--- src/rtl/pipelined_alu.sv ---
// Handshaked ALU: base ops complete at the accept edge; MUL and variable shifts
// iterate one bit per clock in EXEC before presenting the result in DONE.
module pipelined_alu #(
  parameter int WIDTH   = 16,
  parameter int SHAMT_W = $clog2(WIDTH)
) (
  input  logic             clk,
  input  logic             reset,
  input  logic             in_valid,
  output logic             in_ready,
  input  logic [5:0]       func,
  input  logic [WIDTH-1:0] data_1,
  input  logic [WIDTH-1:0] data_2,
  output logic             out_valid,
  input  logic             out_ready,
  output logic [WIDTH-1:0] result,
  output logic             zero,
  output logic             overflow
);
  localparam int CNT_W = ((SHAMT_W > $clog2(WIDTH)) ? SHAMT_W : $clog2(WIDTH)) + 1;
  localparam int MSB   = WIDTH - 1;

  localparam logic [5:0] F_ADD  = 6'd0;
  localparam logic [5:0] F_SUB  = 6'd1;
  localparam logic [5:0] F_AND  = 6'd2;
  localparam logic [5:0] F_ORR  = 6'd3;
  localparam logic [5:0] F_NOT  = 6'd4;
  localparam logic [5:0] F_TCP  = 6'd5;
  localparam logic [5:0] F_SHL  = 6'd6;
  localparam logic [5:0] F_SHR  = 6'd7;
  localparam logic [5:0] F_MUL  = 6'd8;
  localparam logic [5:0] F_SLLV = 6'd9;
  localparam logic [5:0] F_SRAV = 6'd10;

  localparam logic [WIDTH-1:0] ZERO_W  = {WIDTH{1'b0}};
  localparam logic [WIDTH-1:0] ONE_W   = {{(WIDTH-1){1'b0}}, 1'b1};
  localparam logic [WIDTH-1:0] MIN_NEG = {1'b1, {(WIDTH-1){1'b0}}};

  typedef enum logic [1:0] {
    S_IDLE = 2'd0,
    S_EXEC = 2'd1,
    S_DONE = 2'd2
  } state_t;

  state_t                r_state;
  state_t                w_state_nxt;
  logic [CNT_W-1:0]      r_cnt;
  logic                  r_is_mul;
  logic                  r_is_left;
  logic [2*WIDTH-1:0]    r_acc;
  logic [2*WIDTH-1:0]    r_mcand;
  logic [WIDTH-1:0]      r_mplier;
  logic [WIDTH-1:0]      r_sh;
  logic [WIDTH-1:0]      r_result;
  logic                  r_zero;
  logic                  r_overflow;

  logic                  w_accept;
  logic                  w_last_step;
  logic [WIDTH-1:0]      w_sum;
  logic [WIDTH-1:0]      w_diff;
  logic [WIDTH-1:0]      w_tcp;
  logic [CNT_W-1:0]      w_shamt;
  logic [WIDTH-1:0]      w_sc_result;
  logic                  w_sc_ovf;
  logic                  w_is_iter;
  logic [2*WIDTH-1:0]    w_acc_nxt;
  logic [WIDTH-1:0]      w_sh_nxt;
  logic [WIDTH-1:0]      w_iter_result;
  logic                  w_iter_ovf;

  assign in_ready    = (r_state == S_IDLE) || ((r_state == S_DONE) && out_ready);
  assign w_accept    = in_valid && in_ready;
  assign w_last_step = (r_state == S_EXEC) && (r_cnt == CNT_W'(1));
  assign out_valid   = (r_state == S_DONE);
  assign result      = r_result;
  assign zero        = r_zero;
  assign overflow    = r_overflow;

  assign w_sum   = data_1 + data_2;
  assign w_diff  = data_1 - data_2;
  assign w_tcp   = ~data_1 + ONE_W;
  assign w_shamt = CNT_W'(data_2[SHAMT_W-1:0]);

  // Single-cycle result, overflow and iterative-op detection for the presented op
  always_comb begin
    w_sc_result = ZERO_W;
    w_sc_ovf    = 1'b0;
    w_is_iter   = 1'b0;
    case (func)
      F_ADD: begin
        w_sc_result = w_sum;
        w_sc_ovf    = (data_1[MSB] == data_2[MSB]) && (w_sum[MSB] != data_1[MSB]);
      end
      F_SUB: begin
        w_sc_result = w_diff;
        w_sc_ovf    = (data_1[MSB] != data_2[MSB]) && (w_diff[MSB] != data_1[MSB]);
      end
      F_AND:  w_sc_result = data_1 & data_2;
      F_ORR:  w_sc_result = data_1 | data_2;
      F_NOT:  w_sc_result = ~data_1;
      F_TCP: begin
        w_sc_result = w_tcp;
        w_sc_ovf    = (data_1 == MIN_NEG);
      end
      F_SHL:  w_sc_result = {data_1[MSB-1:0], 1'b0};
      F_SHR:  w_sc_result = {1'b0, data_1[MSB:1]};
      F_MUL:  w_is_iter   = 1'b1;
      F_SLLV, F_SRAV: begin
        // A zero shift amount completes immediately with A unchanged
        w_sc_result = data_1;
        w_is_iter   = (w_shamt != {CNT_W{1'b0}});
      end
      default: w_sc_result = ZERO_W;
    endcase
  end

  // One iteration step of the multiplier or shifter
  always_comb begin
    w_acc_nxt     = r_acc + (r_mplier[0] ? r_mcand : {(2*WIDTH){1'b0}});
    w_sh_nxt      = r_is_left ? {r_sh[MSB-1:0], 1'b0} : {r_sh[MSB], r_sh[MSB:1]};
    w_iter_result = r_is_mul ? w_acc_nxt[WIDTH-1:0] : w_sh_nxt;
    w_iter_ovf    = r_is_mul && (w_acc_nxt[2*WIDTH-1:WIDTH] != ZERO_W);
  end

  // FSM state register
  always_ff @(posedge clk or posedge reset) begin
    if (reset) begin
      r_state <= S_IDLE;
    end else begin
      r_state <= w_state_nxt;
    end
  end

  // FSM next-state logic
  always_comb begin
    w_state_nxt = r_state;
    case (r_state)
      S_IDLE: begin
        if (w_accept) begin
          w_state_nxt = w_is_iter ? S_EXEC : S_DONE;
        end else begin
          w_state_nxt = S_IDLE;
        end
      end
      S_EXEC: begin
        if (w_last_step) begin
          w_state_nxt = S_DONE;
        end else begin
          w_state_nxt = S_EXEC;
        end
      end
      S_DONE: begin
        if (w_accept) begin
          w_state_nxt = w_is_iter ? S_EXEC : S_DONE;
        end else if (out_ready) begin
          w_state_nxt = S_IDLE;
        end else begin
          w_state_nxt = S_DONE;
        end
      end
      default: w_state_nxt = S_IDLE;
    endcase
  end

  // Datapath: operand capture, iteration registers and the registered result
  always_ff @(posedge clk or posedge reset) begin
    if (reset) begin
      r_cnt      <= {CNT_W{1'b0}};
      r_is_mul   <= 1'b0;
      r_is_left  <= 1'b0;
      r_acc      <= {(2*WIDTH){1'b0}};
      r_mcand    <= {(2*WIDTH){1'b0}};
      r_mplier   <= ZERO_W;
      r_sh       <= ZERO_W;
      r_result   <= ZERO_W;
      r_zero     <= 1'b0;
      r_overflow <= 1'b0;
    end else if (w_accept) begin
      if (w_is_iter) begin
        r_is_mul  <= (func == F_MUL);
        r_is_left <= (func == F_SLLV);
        r_cnt     <= (func == F_MUL) ? CNT_W'(WIDTH) : w_shamt;
        r_acc     <= {(2*WIDTH){1'b0}};
        r_mcand   <= {ZERO_W, data_1};
        r_mplier  <= data_2;
        r_sh      <= data_1;
      end else begin
        r_cnt      <= {CNT_W{1'b0}};
        r_result   <= w_sc_result;
        r_zero     <= (w_sc_result == ZERO_W);
        r_overflow <= w_sc_ovf;
      end
    end else if (r_state == S_EXEC) begin
      r_cnt    <= r_cnt - CNT_W'(1);
      r_acc    <= w_acc_nxt;
      r_mcand  <= {r_mcand[2*WIDTH-2:0], 1'b0};
      r_mplier <= {1'b0, r_mplier[MSB:1]};
      r_sh     <= w_sh_nxt;
      if (w_last_step) begin
        r_result   <= w_iter_result;
        r_zero     <= (w_iter_result == ZERO_W);
        r_overflow <= w_iter_ovf;
      end
    end
  end

  pipelined_alu_checker #(.WIDTH(WIDTH)) u_checker (
    .clk       (clk),
    .reset     (reset),
    .out_valid (out_valid),
    .out_ready (out_ready),
    .result    (result),
    .zero      (zero)
  );

endmodule

// Protocol properties: a stalled result stays put, and zero always tracks result.
module pipelined_alu_checker #(
  parameter int WIDTH = 16
) (
  input logic             clk,
  input logic             reset,
  input logic             out_valid,
  input logic             out_ready,
  input logic [WIDTH-1:0] result,
  input logic             zero
);
  a_hold_stalled: assert property (@(posedge clk) disable iff (reset)
    (out_valid && !out_ready) |=> (out_valid && $stable(result)));

  a_zero_flag: assert property (@(posedge clk) disable iff (reset)
    out_valid |-> (zero == (result == {WIDTH{1'b0}})));
endmodule
--- config.mk ---
export PLATFORM = sky130hd
export DESIGN_NAME = pipelined_alu
export DESIGN_NICKNAME = d
export VERILOG_FILES = /design/src/rtl/pipelined_alu.sv
export SDC_FILE = /design/constraint.sdc
export NUM_CORES = 1
export LEC_CHECK = 0
export ABC_AREA = 1
export BUFFER_PORTS_ARGS = -buffer_cell sky130_fd_sc_hd__buf_2
export CORE_ASPECT_RATIO = 1.4
export CORE_UTILIZATION = 28
export DETAILED_ROUTE_END_ITERATION = 12
export HOLD_SLACK_MARGIN = 0.15
export PLACE_DENSITY = 0.39
export SLEW_MARGIN = 20
export SYNTH_ARGS = -nofsm -noshare
export SYNTH_HDL_FRONTEND = slang
export SYNTH_SLANG_ARGS = --single-unit
--- constraint.sdc ---
create_clock -name clk -period 4.7 [get_ports clk]
set_input_delay 0 -clock clk [delete_from_list [all_inputs] [get_ports clk]]
set_output_delay 0 -clock clk [all_outputs]
set_load 0.01 [all_outputs]
==> reports/metrics.cfg, run 1 <==
[finish]
stdcell_count = 2631
area_growth_pct = 14.98
nNetsFinal = 2199
fin_area_mm2 = 0.01383
drive_gt1_share_pct = 6.139
num_antenna_cells = 0
final_core_util_pct = 32.77
fill_cells = 4819

[timing]
worst_slack_ns = 1.116
fin_worst_skew_ns = 0.01265
setup_tns_ns = 0
hold_viol = 0
worst_pin_slew_ns = 0.9134
slew_viol_final = 0
holdWs_ns = 0.2249
setup_viol = 0
fin_crit_sh_pct = 76.26
fin_crit_ns = 3.584
grt_setup_unrepaired = false
fmax_mhz = 279.0
max-slew-margin-rel_pct = 38.88

[power_and_ir_drop]
power_mw = 6.941
pwr-share-clk_pct = 20.3
power_switching_mw = 3.281
p_sw_share_pct = 47.27
seq_power_share_pct = 27.4
power.density_mw_per_mm2 = 501.8
internal_power_mw = 3.660
combPwrFrac_pct = 52.3
vdd_drop_max_uv = 275.2
leakage_nw = 7.359

[floorplanning]
dieArea_mm2 = 0.04381
fp.dieW_um = 177.2
row_count = 89
core_area_mm2 = 0.04220
io_pins = 62
start_util_pct = 28.50
die_height_um = 247.2

[global_route]
grt_pass1_wl_um = 73680
grt_overflow = 0
antenna_found_initial = 0
grt_pass1_vias = 12937
grt_usage_pct = 22.40
grt_max_degree = 85

[worst_hold_path]
hold_end = r_mplier[1]
hp-class = in2reg
worstHoldStart = data_2[1]
min_path_cells = 5

[logic_synthesis]
synthAdderAreaFrac_pct = 8.924
synth.area.mux_share_pct = 0
synth_nets = 2135
synth.cell_area_mm2 = 0.01203
syn_area_per_cell_um2 = 5.988
synth_compound_area_share_pct = 13.89
ys.warnings.count = 0
yosysSeqAreaShare_pct = 25.59
synth_cells = 2009
synth_top_family_by_area = simple AND/OR/NAND/NOR gates
ys_seq_elements = 123
synth_cell_type_count = 42
synthXorXnorAreaFrac_pct = 0.5097
synthSimpleGateAreaFrac_pct = 38.28

[route]
via_per_inst = 4.857
postRouteAntennaNets = 0
drcViolationCount = 0
routed_wl_um = 47510
vias = 12780
drt-wirelength-per-cell_um = 18.06
dr.pass1.iters = 5
drt-initial-drc-count = 631

[cts]
cts_buffers = 17
clk_pin_slew_worst_paths_ns = 0.06
cts_buffer_depth = 2
cts_tree = done
ctsResizeCount = 0
clkLatencyLatePin_ns = 0.44
clkSinkCount = 123
ctsHtreeMaxLevel = 4
root_buffer = clkbuf_16

[setup_path]
crit_path_start_kind = primary input
rr_worst_depth = 16
crit_required_ns = 5.08
critPathMaxFanout = 84
r2r_start = r_mplier[0]
r2r_setup_slack_ns = 1.36
crit_arrival_ns = 3.96
crit_type = in2reg
r2r-end = overflow
end_kind = register

[placed_design]
place_ws_ns = 1.327
placed_cell_area_mm2 = 0.01282
post-place-cells = 2560
gp_congestion = 0.9071
portBuffers = 61
place_hpwl_um = 37950

[flow_run]
drv_cap = 0

[outcome]
status = finished, final reports clean

==> cell type report <==
| cell class | count | area [um^2] | share of cell area, % |
|---|---|---|---|
| Inverter | 320 | 1209 | 8.739 |
| Tap cell | 546 | 683.2 | 4.939 |
| Multi-Input combinational cell | 1495 | 7422 | 53.66 |
| Sequential cell | 123 | 3078 | 22.25 |
| Clock inverter | 11 | 171.4 | 1.239 |
| Timing Repair Buffer | 116 | 830.8 | 6.007 |
| Clock buffer | 20 | 436.7 | 3.157 |
==> power groups by stage <==
stage	Sequential [mW]	Combinational (mW)	Clock [mW]
after floorplan	1.82	2.54	0
after global placement	1.93	3.65	0
after detailed placement	1.93	3.64	0
after CTS	1.92	3.69	1.45
after global routing	1.97	4.17	1.48
final	1.90	3.63	1.41
==> metal layers <==
layer	global-route usage [%]	share of wire (%)	vias up
met2	43.70	55	198
met3	2.522	2.0	78
met5	0	0	-
li1	-	-	6557
met1	23.65	39	5947
met4	9.762	4.0	0
==> registers in the layout, indices dropped and copies added (netlist names) <==
signal / count
zero: 1
overflow: 1
result: 16
r_sh: 16
r_is_left: 1
r_mcand: 32
r_mplier: 16
r_cnt: 5
r_acc: 32
r_state: 2
r_is_mul: 1
==> worst max-delay path, cell delays in order <==
cell and delay [ns]:
dlygate4sd3_1 0.53, buf_2 0.13, nor2_4 0.08, dlygate4sd3_1 0.55
nand3_1 0.12, nand2_2 0.37, inv_2 0.19, a41oi_4 0.35
o21ai_4 0.15, nand2_4 0.33, buf_12 0.34, nor2_1 0.07
a31oi_1 0.14, dlygate4sd3_1 0.56
==> how the worst max path moves through the flow <==
stage           startpoint          end  slack, ns  cells after the start
4_1_cts            func[4]  r_mplier[5]       1.10                     14
6_report           func[4]  r_mplier[5]       1.12                     14
3_5_place_dp   r_mplier[0]     overflow       1.33                     16
2_1_floorplan        reset     overflow       1.43                      1
5_1_grt            func[4]  r_mplier[5]       0.91                     14
3_3_place_gp   r_mplier[0]     overflow       1.42                     16
==> kinds of logic after synthesis <==
kind of cell             after synthesis
XOR/XNOR                               7
adder cells (fa/ha/maj)               84
AND/OR/NAND/NOR                     1110
AO/OA/AOI/OAI                        294
flip-flops                           123
buffers and inverters                391
==> what timing repair did <==
action | 4_1_cts | 5_1_grt
hold buffers | 40 | 0
setup buffers | 0 | 0
endpoints found under the hold margin | 134 | 0
==> cell usage after synthesis (all sizes together) <==
cell | count | share of area [%]
o21a | 2 | 0.12
nor2 | 236 | 7.5
ha | 81 | 8.4
o21bai | 5 | 0.31
o211ai | 5 | 0.31
and3 | 1 | 0.052
clkbuf | 43 | 1.3
nand4 | 41 | 2.1
xor2 | 4 | 0.29
a32o | 4 | 0.33
inv | 319 | 10
o22a | 1 | 0.073
o31ai | 3 | 0.23
buf | 28 | 1.5
a31oi | 27 | 1.4
a41oi | 1 | 0.23
xnor2 | 3 | 0.22
nand3b | 5 | 0.31
and2 | 7 | 0.36
nand2 | 616 | 19
nor3 | 22 | 0.92
nor4 | 4 | 0.21
dfrtp | 123 | 26
fa | 3 | 0.50
a22o | 10 | 0.73
o22ai | 22 | 1.1
a21oi | 70 | 2.9
o21ai | 144 | 6.1
or2 | 5 | 0.26
nand3 | 173 | 7.2
clkinv | 1 | 0.031
==> placed cells by master (no fill, tap or decap), drive strengths merged, types with 10 or more instances in the layout <==
cell / count
nor2: 236
a31oi: 27
dfrtp: 123
inv: 319
a22o: 10
nand2: 616
nand3: 173
ha: 81
buf: 76
nor3: 22
dlygate4sd3: 40
o22ai: 22
nand4: 41
a21oi: 70
o21ai: 144
clkbuf: 20
Power figures use the tool's default switching activity.
==> inputs of run 2 (changes only) <==
--- a/config.mk
+++ b/config.mk
@@ -5,7 +5,7 @@
 export SDC_FILE = /design/constraint.sdc
 export NUM_CORES = 1
 export LEC_CHECK = 0
-export ABC_AREA = 1
+export ABC_AREA = 0
 export BUFFER_PORTS_ARGS = -buffer_cell sky130_fd_sc_hd__buf_2
 export CORE_ASPECT_RATIO = 1.4
 export CORE_UTILIZATION = 28
==> constraint.sdc (replaced) <==
create_clock -name clk -period 3.4 [get_ports clk]
set_input_delay 0 -clock clk [delete_from_list [all_inputs] [get_ports clk]]
set_output_delay 0 -clock clk [all_outputs]
set_load 0.01 [all_outputs]
==> reports/metrics.cfg, run 2 <==
[outcome]
status = finished, final reports clean

[floorplanning]
start_util_pct = 28.62
die_height_um = 234.7
io_pins = 62
core_area_mm2 = 0.03784
row_count = 84
fp.dieW_um = 168.2
dieArea_mm2 = 0.03948

[timing]
slew_viol_final = 0
hold_viol = 0
grt_setup_unrepaired = true
setup_viol = 0
fin_worst_skew_ns = 0.01436
setup_tns_ns = 0
fin_crit_ns = 3.323
max-slew-margin-rel_pct = 35.83
holdWs_ns = 0.1866
worst_pin_slew_ns = 0.9383
fin_crit_sh_pct = 97.74
fmax_mhz = 300.9

[finish]
final_cell_mix = 188 x buf_4, 183 x nand2_1, 122 x dfrtp_1, 95 x nor2_1, 76 x a21oi_1
largest_registers = r_acc (32), r_mcand (32)
num_antenna_cells = 0
final_common_cell = buf_4
fill_cells = 3942
drive_gt1_share_pct = 24.66
area_growth_pct = 32.87
nNetsFinal = 1711

[setup_path]
r2r-end = overflow
crit_chain = buf_6 -> buf_4 -> and2_1 -> ha_1 -> a21oi_1 -> o21ai_1 -> a221oi_2 -> o22a_1 -> o211ai_1 -> o221a_2 -> a2111oi_4 -> and4_1 -> a41o_1 -> a21oi_1
crit_buf_inv = 2
crit_required_ns = 3.73
crit_arrival_ns = 3.65
end_kind = register
critPathMaxFanout = 13
crit_top_cell = a21oi_1
r2r_start = r_mplier[0]
crit_path_start = r_mplier[0]
rr_worst_depth = 14
path_delay_family = compound AO/OA/AOI/OAI gates
cpPeakStageDelay_ns = 0.45
crit_path_start_kind = register
r2r_setup_slack_ns = 0.08
crit_type = reg2reg
crit_path_top_delay_cell = dfrtp_2

[power_and_ir_drop]
p_sw_share_pct = 38.89
power_mw = 7.213
leakage_nw = 6.447
pwr-share-clk_pct = 25.6
power.density_mw_per_mm2 = 501.3
seq_power_share_pct = 31.1
power_switching_mw = 2.805
internal_power_mw = 4.408
vdd_drop_max_uv = 347.7
combPwrFrac_pct = 43.3

[logic_synthesis]
synth_top_cell_by_area = dfrtp_1
synth_flop_cell = dfrtp_1
synthAdderAreaFrac_pct = 9.913
synth_compound_area_share_pct = 26.76
synth_nets = 1482
synthTopCellsByArea = dfrtp_1 28%, ha_1 9.4%, nand2_1 6.4%
ys.warnings.count = 0
synth-edff-count = 0
synth_top_family_by_area = compound AO/OA/AOI/OAI gates
synthXorXnorAreaFrac_pct = 2.669
synth.area.mux_share_pct = 6.066
synthTopCellsByCount = 184 x nand2_1, 123 x dfrtp_1, 98 x nor2_1
yosysSeqAreaShare_pct = 28.42
synth.cell_area_mm2 = 0.01083
ys_seq_elements = 123
synthSimpleGateAreaFrac_pct = 20.51
yosysMostFrequentCell = nand2_1
synth_cells = 1356
async_reset_ff_share_pct = 100.0
syn_area_per_cell_um2 = 7.986
synth_cell_type_count = 84
yosysTopAreaCellShare_pct = 28.42

[route]
drcViolationCount = 0
vias = 11025
routed_wl_um = 42330
drt-initial-drc-count = 585
via_per_inst = 5.324
dr.pass1.iters = 5
drt-wirelength-per-cell_um = 20.44
postRouteAntennaNets = 0

[worst_hold_path]
hp-class = in2async

[cts]
clkSinkCount = 123
clk_pin_slew_worst_paths_ns = 0.07
cts_buffer_depth = 2
cts_buffers = 17
clkLatencyLatePin_ns = 0.45
root_buffer = clkbuf_16
ctsHtreeMaxLevel = 4
cts_tree = done

[global_route]
grt_usage_pct = 21.74
grt_pass1_wl_um = 65340
grt_max_degree = 65
grt_pass1_vias = 11275
grt_overflow = 0
antenna_found_initial = 0

[placed_design]
gp_congestion = 0.8682
place_hpwl_um = 32600
portBuffers = 61

[flow_run]
drv_cap = 0

## run 2: changes by cell type in the layout (fill, tap and decap cells not counted), sizes merged, moves of 13 or more
cell | before | now
a211oi | 0 | 14
a21o | 0 | 27
a21oi | 70 | 86
and2 | 7 | 35
buf | 76 | 259
inv | 319 | 66
mux2 | 0 | 13
mux2i | 0 | 51
nand2 | 616 | 185
nand3 | 173 | 26
nand4 | 41 | 12
nor2 | 236 | 99
o21ai | 144 | 126
xnor2 | 3 | 21
## run 2: worst max path at each step
stage / endpoint / slack, ns / cells after the start
after floorplan: overflow / 0.01 / 14
after global placement: zero / -0.26 / 13
after detailed placement: zero / -0.27 / 13
after CTS: overflow / -0.02 / 15
after global routing: overflow / -0.06 / 16
final: overflow / 0.08 / 14
## run 2: cells by family after synthesis
group,count (synthesis)
fa+ha+maj,84
flops,123
simple gates,463
compound gates,440
xor+xnor,33
buf+inv,149
mux,64
## run 2: power groups by stage
stage	Combinational [mW]	Clock, mW	Sequential [mW]
3_5_place_dp	2.86	0	2.23
5_1_grt	3.48	1.97	2.30
3_3_place_gp	2.85	0	2.23
2_1_floorplan	1.69	0	2.14
4_1_cts	2.95	1.91	2.21
6_report	3.12	1.85	2.24
## run 2: layer usage
layer  share of wire, %  up-vias  wire length (um)  GRT usage [%]
met2                 54      228             22830          40.84
met1                 40     5314             16900          24.10
li1                   -     5406                 -              -
met3                2.2       77               946          2.375
met5                  0        -                 0              0
met4                3.9        0              1656          10.19
## run 2: final cells by class
type	instances	area [um^2]	area share (%)
multi-input cells	1084	7644	53.12
repair buffers	300	2266	15.75
clock inverters	13	128.9	0.8957
clock buffers	19	452.9	3.148
inverters	59	226.5	1.574
flip-flops and latches	123	3079	21.40
well taps	473	591.8	4.113
## run 2: worst min-delay path, delay by kind of cell
| family | cells | cell delay, ns |
|---|---|---|
| buffers and inverters | 3 | 1.06 |
## run 2: repair_timing
item,in CTS,in global routing
hold buffers,41,0
endpoints found under the setup margin,3,6
gates resized for setup,15,81
hold endpoints to repair,113,0
pin swaps,10,33
buffers inserted,3,5
cloned,0,1
## run 2: stage by stage
| stage | instance area, um^2 | setup slack [ns] | utilization [%] | std cells |
|---|---|---|---|---|
| 2_1_floorplan | 10840 | 0.009914 | - | 1356 |
| 3_3_place_gp | 12820 | -0.2559 | 33.89 | 1989 |
| 3_5_place_dp | 12820 | -0.2718 | 33.89 | 1989 |
| 4_1_cts | 13900 | -0.01621 | 36.75 | 2065 |
| 5_1_grt | 14390 | -0.06338 | 38.03 | 2071 |
| 6_report | 14390 | 0.07693 | 38.03 | 2071 |
==> inputs of run 3 (changes only) <==
--- a/config.mk
+++ b/config.mk
@@ -5,7 +5,7 @@
 export SDC_FILE = /design/constraint.sdc
 export NUM_CORES = 1
 export LEC_CHECK = 0
-export ABC_AREA = 0
+export ABC_AREA = 1
 export BUFFER_PORTS_ARGS = -buffer_cell sky130_fd_sc_hd__buf_2
 export CORE_ASPECT_RATIO = 1.4
 export CORE_UTILIZATION = 28
==> reports/metrics.cfg, run 3 (synthesized netlist as in run 1, its figures left out) <==
[route]
dr.pass1.iters = 5
drt-wirelength-per-cell_um = 18.30
routed_wl_um = 48520
via_per_inst = 4.892
postRouteAntennaNets = 0
drt-initial-drc-count = 666
drcViolationCount = 0
vias = 12970

[timing]
setup_viol = 0
fin_worst_skew_ns = 0.01187
hold_viol = 0
fmax_mhz = 321.8
max-slew-margin-rel_pct = 57.39
slew_viol_final = 0
worst_slack_ns = 0.2929
fin_crit_ns = 3.107
setup_tns_ns = 0
worst_pin_slew_ns = 0.6391
fin_crit_sh_pct = 91.39
grt_setup_unrepaired = false

[global_route]
antenna_found_initial = 0
grt_pass1_vias = 13084
grt_max_degree = 76
grt_pass1_wl_um = 74600
grt_overflow = 0
grt_usage_pct = 22.68

[floorplanning]
fp.dieW_um = 177.2
core_area_mm2 = 0.04220
io_pins = 62
row_count = 89
start_util_pct = 28.50
dieArea_mm2 = 0.04381
die_height_um = 247.2

[finish]
final_core_util_pct = 33.18
drive_gt1_share_pct = 7.078
num_antenna_cells = 0
stdcell_count = 2651
final_cell_mix = 612 x nand2_1, 312 x inv_1, 232 x nor2_1, 173 x nand3_1, 143 x o21ai_0
fill_cells = 4878
largest_registers = r_acc (32), r_mcand (32)
final_common_cell = nand2_1
nNetsFinal = 2219
area_growth_pct = 16.42

[cts]
ctsHtreeMaxLevel = 4
root_buffer = clkbuf_16
clk_pin_slew_worst_paths_ns = 0.06
cts_tree = done
clkSinkCount = 123
post_cts_buffers = 0
ctsResizeCount = 0
cts_buffers = 17
clkLatencyLatePin_ns = 0.44
cts_buffer_depth = 2
cts_hold_buf = 40

[setup_path]
end_kind = register
r2r_start = r_mplier[0]
crit_type = reg2reg
crit_path_start = r_mplier[0]
critPathMaxFanout = 32
crit_path_start_kind = register
cpPeakStageDelay_ns = 0.50
crit_required_ns = 3.72
crit_arrival_ns = 3.43
crit_path_top_delay_cell = fa_1
crit_top_cell = nand2_1
crit_chain = buf_12 -> nand2_1 -> inv_1 -> ha_1 -> fa_1 -> nand2_1 -> nand3_1 -> nand3_1 -> nand2_1 -> nand2_1 -> nand2_1 -> nand2_1 -> nand2_1 -> o21ai_0 -> nor2_1 -> nand2_1 -> nor2_1 -> nor2_1 -> a21oi_1

[power_and_ir_drop]
leakage_nw = 7.467
power.density_mw_per_mm2 = 691.2
vdd_drop_max_uv = 431.1
power_mw = 9.679

[placed_design]
gp_congestion = 0.9300
place_ws_ns = 0.2667
portBuffers = 61
place_hpwl_um = 38950
post-place-cells = 2580

[outcome]
status = finished, final reports clean

[flow_run]
drv_cap = 0

[worst_hold_path]
hp-class = in2reg
worstHoldStart = data_2[3]

## run 3: per-stage QoR
stage	instance area, um^2	hold slack, ns
floorplan	12030	0.1424
global placement	13000	0.1498
detailed placement	13000	0.1513
CTS	14000	0.1590
global route	14000	0.2165
finish	14000	0.1578
## run 3: final timing paths
check	slack (ns)	cells past startpoint	endpoint
max reg2reg	0.29	19	zero
max in group asynchronous	2.28	4	r_sh[15]
min	0.16	5	r_mplier[3]
min in group asynchronous	0.21	3	r_mcand[18]
max	0.29	19	zero
min reg2reg	0.48	2	result[15]
## run 3: critical path, delay by kind of cell (launching register included)
kind,cells,cell delay (ns)
flip-flops,1,0.41
buffers and inverters,2,0.22
AND/OR/NAND/NOR,13,1.28
adder cells (fa/ha/maj),2,0.73
AO/OA/AOI/OAI,2,0.37
## run 3: cell type report
type	count	area [um^2]	share of cell area [%]
Sequential cell	123	3078	21.98
Clock buffer	21	470.5	3.359
Tap cell	546	683.2	4.878
Inverter	320	1209	8.630
Timing Repair Buffer	136	1006	7.183
Clock inverter	10	138.9	0.9917
Multi-Input combinational cell	1495	7420	52.98
## run 3: power breakdown
group | switching (mW) | internal (mW)
registers | 0.466 | 2.15
clock network | 0.713 | 1.20
logic | 3.40 | 1.74
total | 4.58 | 5.10
## run 3: metal layers
layer	routed length, um	up-vias	GRT usage, %
met2	26190	242	44.00
met3	1102	97	2.276
li1	-	6590	-
met5	0	-	0
met4	2521	0	12.47
met1	18710	6041	23.33
